===== src/rtl/mac_seq.sv =====
`default_nettype none
// ============================================================================
// Module   : mac_seq
// Purpose  : Sequential strided dot-product engine. It reads two operand
//            vectors from a Data_Bank with asynchronous reads, accumulates
//            their full-precision signed products, then writes back a
//            rounded (round-half-up), saturated fixed-point result.
// Ports    : clk, rst             - clock, synchronous active-high reset
//            start                - job request pulse (sampled in IDLE only)
//            a_base/b_base        - first operand addresses
//            a_stride/b_stride    - address increment per element
//            len                  - element count (0..2^LENW-1)
//            dst_addr             - result address
//            raddr_a/raddr_b      - Data_Bank read addresses (valid in ACC)
//            rdata_a/rdata_b      - Data_Bank read data (same cycle)
//            we/waddr/wdata       - Data_Bank write port (valid in WRITE)
//            busy, done, ovf      - status: in progress, completion pulse,
//                                   sticky saturation flag
// Revision : 1.0 - initial release
// ============================================================================
module mac_seq #(
  parameter int W     = 24,
  parameter int ADDRW = 5,
  parameter int FRAC  = 12,
  parameter int LENW  = 3
) (
  input  logic             clk,
  input  logic             rst,
  input  logic             start,
  input  logic [ADDRW-1:0] a_base,
  input  logic [ADDRW-1:0] b_base,
  input  logic [ADDRW-1:0] a_stride,
  input  logic [ADDRW-1:0] b_stride,
  input  logic [LENW-1:0]  len,
  input  logic [ADDRW-1:0] dst_addr,
  output logic [ADDRW-1:0] raddr_a,
  output logic [ADDRW-1:0] raddr_b,
  input  logic [W-1:0]     rdata_a,
  input  logic [W-1:0]     rdata_b,
  output logic             we,
  output logic [ADDRW-1:0] waddr,
  output logic [W-1:0]     wdata,
  output logic             busy,
  output logic             done,
  output logic             ovf
);

  // Accumulator headroom: one product is 2W bits; LENW extra bits cover up
  // to 2^LENW-1 additions, plus one guard bit so the rounding add can never
  // wrap.
  localparam int C_AW = 2*W + LENW + 1;

  localparam logic [C_AW-1:0] C_RND     = C_AW'(1) << (FRAC-1);
  localparam logic [C_AW-1:0] C_MAX_EXT = {{(C_AW-W+1){1'b0}}, {(W-1){1'b1}}};
  localparam logic [C_AW-1:0] C_MIN_EXT = {{(C_AW-W+1){1'b1}}, {(W-1){1'b0}}};
  localparam logic [W-1:0]    C_MAX     = {1'b0, {(W-1){1'b1}}};
  localparam logic [W-1:0]    C_MIN     = {1'b1, {(W-1){1'b0}}};

  typedef enum logic [1:0] {
    IDLE  = 2'd0,
    ACC   = 2'd1,
    WRITE = 2'd2
  } state_t;

  state_t state_q, state_d;

  // Address registers walk base + i*stride incrementally; the natural
  // ADDRW-bit wrap gives the required mod 2^ADDRW behaviour with no multiply.
  logic [ADDRW-1:0]       addr_a_q, addr_b_q;
  logic [ADDRW-1:0]       stride_a_q, stride_b_q;
  logic [ADDRW-1:0]       dst_q;
  logic [LENW-1:0]        len_q, i_q;
  logic signed [C_AW-1:0] acc_q;
  logic                   ovf_q;

  logic signed [2*W-1:0]  w_prod;
  logic signed [C_AW-1:0] w_prod_ext;
  logic signed [C_AW-1:0] w_rnd_sum;
  logic signed [C_AW-1:0] w_rnd;
  logic                   w_over, w_under;
  logic [W-1:0]           w_result;
  logic                   w_last;

  assign w_prod     = $signed(rdata_a) * $signed(rdata_b);
  assign w_prod_ext = {{(C_AW-2*W){w_prod[2*W-1]}}, w_prod};

  // Round half up: add half an LSB of the output format, then floor-shift.
  assign w_rnd_sum  = acc_q + $signed(C_RND);
  assign w_rnd      = w_rnd_sum >>> FRAC;
  assign w_over     = w_rnd > $signed(C_MAX_EXT);
  assign w_under    = w_rnd < $signed(C_MIN_EXT);
  assign w_result   = w_over  ? C_MAX :
                      w_under ? C_MIN : w_rnd[W-1:0];

  // In ACC len_q is never zero, so len_q-1 does not underflow.
  assign w_last     = (i_q == (len_q - LENW'(1)));

  always_comb begin
    state_d = state_q;
    unique case (state_q)
      IDLE:    if (start) state_d = (len != '0) ? ACC : WRITE;
      ACC:     if (w_last) state_d = WRITE;
      WRITE:   state_d = IDLE;
      default: state_d = IDLE;
    endcase
  end

  // All outputs decode from registered state only, so start never reaches
  // we/done combinationally.
  always_comb begin
    busy    = 1'b0;
    raddr_a = '0;
    raddr_b = '0;
    we      = 1'b0;
    done    = 1'b0;
    waddr   = '0;
    wdata   = '0;
    unique case (state_q)
      ACC: begin
        busy    = 1'b1;
        raddr_a = addr_a_q;
        raddr_b = addr_b_q;
      end
      WRITE: begin
        busy  = 1'b1;
        we    = 1'b1;
        done  = 1'b1;
        waddr = dst_q;
        wdata = w_result;
      end
      default: ;
    endcase
  end

  assign ovf = ovf_q;

  always_ff @(posedge clk) begin
    if (rst) begin
      state_q    <= IDLE;
      addr_a_q   <= '0;
      addr_b_q   <= '0;
      stride_a_q <= '0;
      stride_b_q <= '0;
      dst_q      <= '0;
      len_q      <= '0;
      i_q        <= '0;
      acc_q      <= '0;
      ovf_q      <= 1'b0;
    end else begin
      state_q <= state_d;
      unique case (state_q)
        IDLE: begin
          if (start) begin
            addr_a_q   <= a_base;
            addr_b_q   <= b_base;
            stride_a_q <= a_stride;
            stride_b_q <= b_stride;
            dst_q      <= dst_addr;
            len_q      <= len;
            i_q        <= '0;
            acc_q      <= '0;
            ovf_q      <= 1'b0;
          end
        end
        ACC: begin
          acc_q    <= acc_q + w_prod_ext;
          i_q      <= i_q + LENW'(1);
          addr_a_q <= addr_a_q + stride_a_q;
          addr_b_q <= addr_b_q + stride_b_q;
        end
        WRITE: begin
          if (w_over || w_under) ovf_q <= 1'b1;
        end
        default: ;
      endcase
    end
  end

endmodule
`default_nettype wire


===== config.mk =====
export PLATFORM = sky130hd
export DESIGN_NAME = mac_seq
export DESIGN_NICKNAME = d
export VERILOG_FILES = /design/src/rtl/mac_seq.sv
export SDC_FILE = /design/constraint.sdc
export NUM_CORES = 2
export LEC_CHECK = 0
export CORE_ASPECT_RATIO = 0.8
export CORE_UTILIZATION = 40
export DETAILED_ROUTE_END_ITERATION = 8
export DONT_BUFFER_PORTS = 1
export GPL_TIMING_DRIVEN = 0
export PLACE_DENSITY_LB_ADDON = 0.08
export SKIP_CTS_REPAIR_TIMING = 1
export SLEW_MARGIN = 0
export SYNTH_ARGS = -nofsm -noshare
export SYNTH_HDL_FRONTEND = slang
export SYNTH_SLANG_ARGS = --single-unit

===== constraint.sdc =====
create_clock -name clk -period 7.8 [get_ports clk]
set_input_delay 1.17 -clock clk [delete_from_list [all_inputs] [get_ports clk]]
set_output_delay 1.17 -clock clk [all_outputs]
set_load 0.03 [all_outputs]

==> key figures <==
Setup path
  • WP buf/inv: 4
  • Critical path's top delay family: adder cells
  • Worst-path fanout max: 10
  • Flop-to-flop setup slack: 1.89 ns
  • Worst r2r path cells: 17
  • Worst R2R End: acc_q[44]
  • Crit path capture type: flip-flop
  • CP max stage cell: fa_1
  • CP Launch Type: primary input
  • Worst R2R Start: acc_q[11]
  • Critical Path RT: 8.04 ns
  • Critical path class: in -> reg
  • Crit path cell chain: inv_1 -> clkbuf_2 -> nor2_1 -> fa_1 -> fa_1 -> fa_1 -> fa_1 -> fa_1 -> fa_1 -> inv_1 -> fa_1 -> inv_1 -> ha_1 -> a21oi_1 -> nor2b_1 -> o21a_1 -> a31o_2 -> or3_4 -> a221o_1 -> a21o_1 -> xor2_1 -> a22o_1
  • Crit-path max cell delay: 0.63 ns
  • Crit path from: rdata_b[23]
  • Crit-path most repeated cell: fa_1
  • Critical path data arrival time: 7.88 ns

Global route
  • Overflow after GRT: 0
  • Tot GR Track Use: 26.6%
  • Vias in the first global route: 22200
  • Pin count of the biggest net entering global routing: 27
  • First-pass GRT wire length: 142000 um
  • Initial antenna violation count: 3

Timing
  • Fin crit period: 7.64 ns
  • Max Fclk: 0.131 GHz
  • Final worst-path cycle share: 97.9%
  • Worst Tran Pin Value: 0.957 ns
  • Final setup viols: 0
  • Slew HR: 35.5%
  • Clk_skew: 0.0106 ns
  • Final Slew Violations: 0
  • Final Hold Vio Count: 0

Logic synthesis
  • Syn nets: 4112
  • Mapped Area: 28400 sq um
  • Post-synth top area cell: fa_1
  • Cells after Synth: 3173
  • Mapped Avg Cell Area: 8.94 sq um
  • Synth top area cells: fa_1 48%, inv_1 10%, ha_1 8.0%
  • Post-synth EDFFs: 0
  • Primary FF master, synth: dfxtp_1
  • Register area share after synthesis: 6.07%
  • Synth warn: 0
  • Flop and latch count out of synthesis: 86
  • Count of cell types in the netlist: 69
  • Ys async rst share: 0%
  • Top cell type's share of synthesized area: 47.9%

Placed design
  • Placer Congestion: 0.938
  • PortBufs: 0
  • Post-DP Area: 29500 sq um
  • Placed cells: 4097
  • Hpwl dp: 79700 um

Drt
  • Detailed Route WL: 91400 um
  • DR vias/cell: 5.11
  • 1st-iter DRT viols: 1509
  • Via count: 21100
  • DR WL/cell: 22.2 um
  • DRC violations left: 0
  • Total iterations of the first detailed-routing run: 7
  • Post-route ant nets: 0

Clock network
  • CTS buffer count: 9
  • Clock transition at path regs: 0.06 ns
  • CTS max path bufs: 2
  • H-Tree Level Count: 3
  • CTS tree: yes
  • Clk_lat worst skew: 0.36 ns
  • Clk root buf: clkbuf_16
  • Clock sink count: 86

Hold path
  • Hold Crit Endpoint: dst_q[2]
  • HP Class: reg -> reg
  • Hold path cells: 2
  • Min-delay src: dst_q[2]

Final layout
  • Antenna cells: 0
  • Final Cell Area: 30500 sq um
  • Non-Filler Instances: 4117
  • Area growth from synthesis to final layout: 7.44%
  • Layout cell share with drive strength beyond 1: 7.27%
  • Final-stage net count: 4128
  • Core Util, Final: 43.9%

Floorplan
  • Chip width: 300 um
  • Boundary Pins: 122
  • Core area: 69500 sq um
  • Die Span Y: 240 um
  • Die footprint: 72000 sq um
  • Core Rows: 86
  • Initial Util: 40.8%

Outcome
  • Status: completed

Run
  • Max cap viols: 0
## state kept, by name, indices dropped and copies added, names as in the netlist
signal and flops:
acc_q 52, addr_a_q 5, addr_b_q 5, dst_q 5, stride_a_q 5, stride_b_q 5, i_q 3, len_q 3
state_q 2, ovf 1
## worst max-delay path by stage
stage,endpoint,slack [ns],depth (start not counted)
global placement,acc_q[51],-1.43,25
global route,acc_q[35],-0.03,23
CTS,acc_q[44],-1.07,25
finish,acc_q[35],0.16,22
floorplan,acc_q[51],0.03,23
detailed placement,acc_q[44],-1.42,25
## layout by cell type, fill, tap and decap left out, types with 13 or more instances in the layout
cell / count
inv_1: 748
fa_1: 660
nand2_1: 442
and2_1: 242
ha_1: 170
nor2_1: 103
dfxtp_1: 86
a21oi_1: 85
xnor2_1: 52
o21ai_0: 41
clkbuf_2: 39
xor2_1: 39
clkbuf_1: 36
a21o_1: 33
a22oi_1: 26
nand3_1: 23
o21ai_2: 23
buf_4: 22
clkbuf_4: 22
buf_2: 19
fa_2: 19
nand4_1: 14
a31oi_1: 14
nor3_1: 13
## cell type report
type | count | area [sq um]
fill | 7008 | 39000
buffer | 137 | 792
sequential | 86 | 1720
tap | 924 | 1160
timing repair buffer | 13 | 110
inverter | 754 | 2830
clock buffer | 10 | 229
clock inverter | 5 | 85.1
multi-input combinational | 2188 | 23600
## cell usage after synthesis, types with 8 or more instances
library cell,n
a211oi_1,14
a21o_1,34
a21oi_1,98
a22oi_1,26
a31oi_1,14
and2_1,244
and3_1,13
clkbuf_1,135
dfxtp_1,86
fa_1,679
ha_1,181
inv_1,754
mux2i_1,11
nand2_1,444
nand2b_1,10
nand3_1,24
nand4_1,14
nor2_1,105
nor3_1,14
o211ai_1,9
o21ai_0,47
o21ai_2,20
o21bai_1,8
xnor2_1,52
xor2_1,39
## cells by family (layout without fill, tap and decap cells)
logic type	after synthesis	after routing	synth area share [%]
muxes	11	11	0.388
DFF	86	86	6.07
buffers and inverters	899	919	12.1
AOI/OAI and AO/OA	321	321	7.49
xor gates and xnor gates	91	91	2.81
and+or+nand+nor	905	905	15.3
adders and majority gates	860	860	55.9
## worst reg2reg max path, cell delays in order, from the launching register on
cell and delay, ns:
dfxtp_1 0.64, ha_1 0.34, fa_1 0.51, inv_1 0.06, fa_1 0.51, inv_1 0.05
fa_1 0.50, fa_1 0.54, ha_1 0.41, nand4_1 0.23, nor2_2 0.18, o21ai_1 0.15
a2111o_1 0.54, a2111oi_4 0.45, o21ai_1 0.15, a21oi_2 0.16, o21ai_0 0.11, a32o_1 0.27
## layer usage
metal / routed length (um) / vias to the layer above / GRT usage [%]
li1: - / 9486 / -
met3: 8040 / 89 / 5.58
met4: 1800 / 0 / 5.04
met1: 45100 / 10700 / 42.1
met2: 36400 / 743 / 36.8
met5: 0 / - / 0
## stage by stage
stage / TNS (ns) / hold slack (ns) / setup slack [ns]
CTS: -14.17 / 0.459 / -1.07
global placement: -24.85 / 0.441 / -1.43
global route: -0.0499 / 0.477 / -0.0299
finish: 0 / 0.456 / 0.161
detailed placement: -25.10 / 0.450 / -1.42
floorplan: 0 / 0.432 / 0.0324
Power is left out: the tool's default activity adds up to more than one toggle a clock period on the data nets, which glitch-free logic cannot reach.
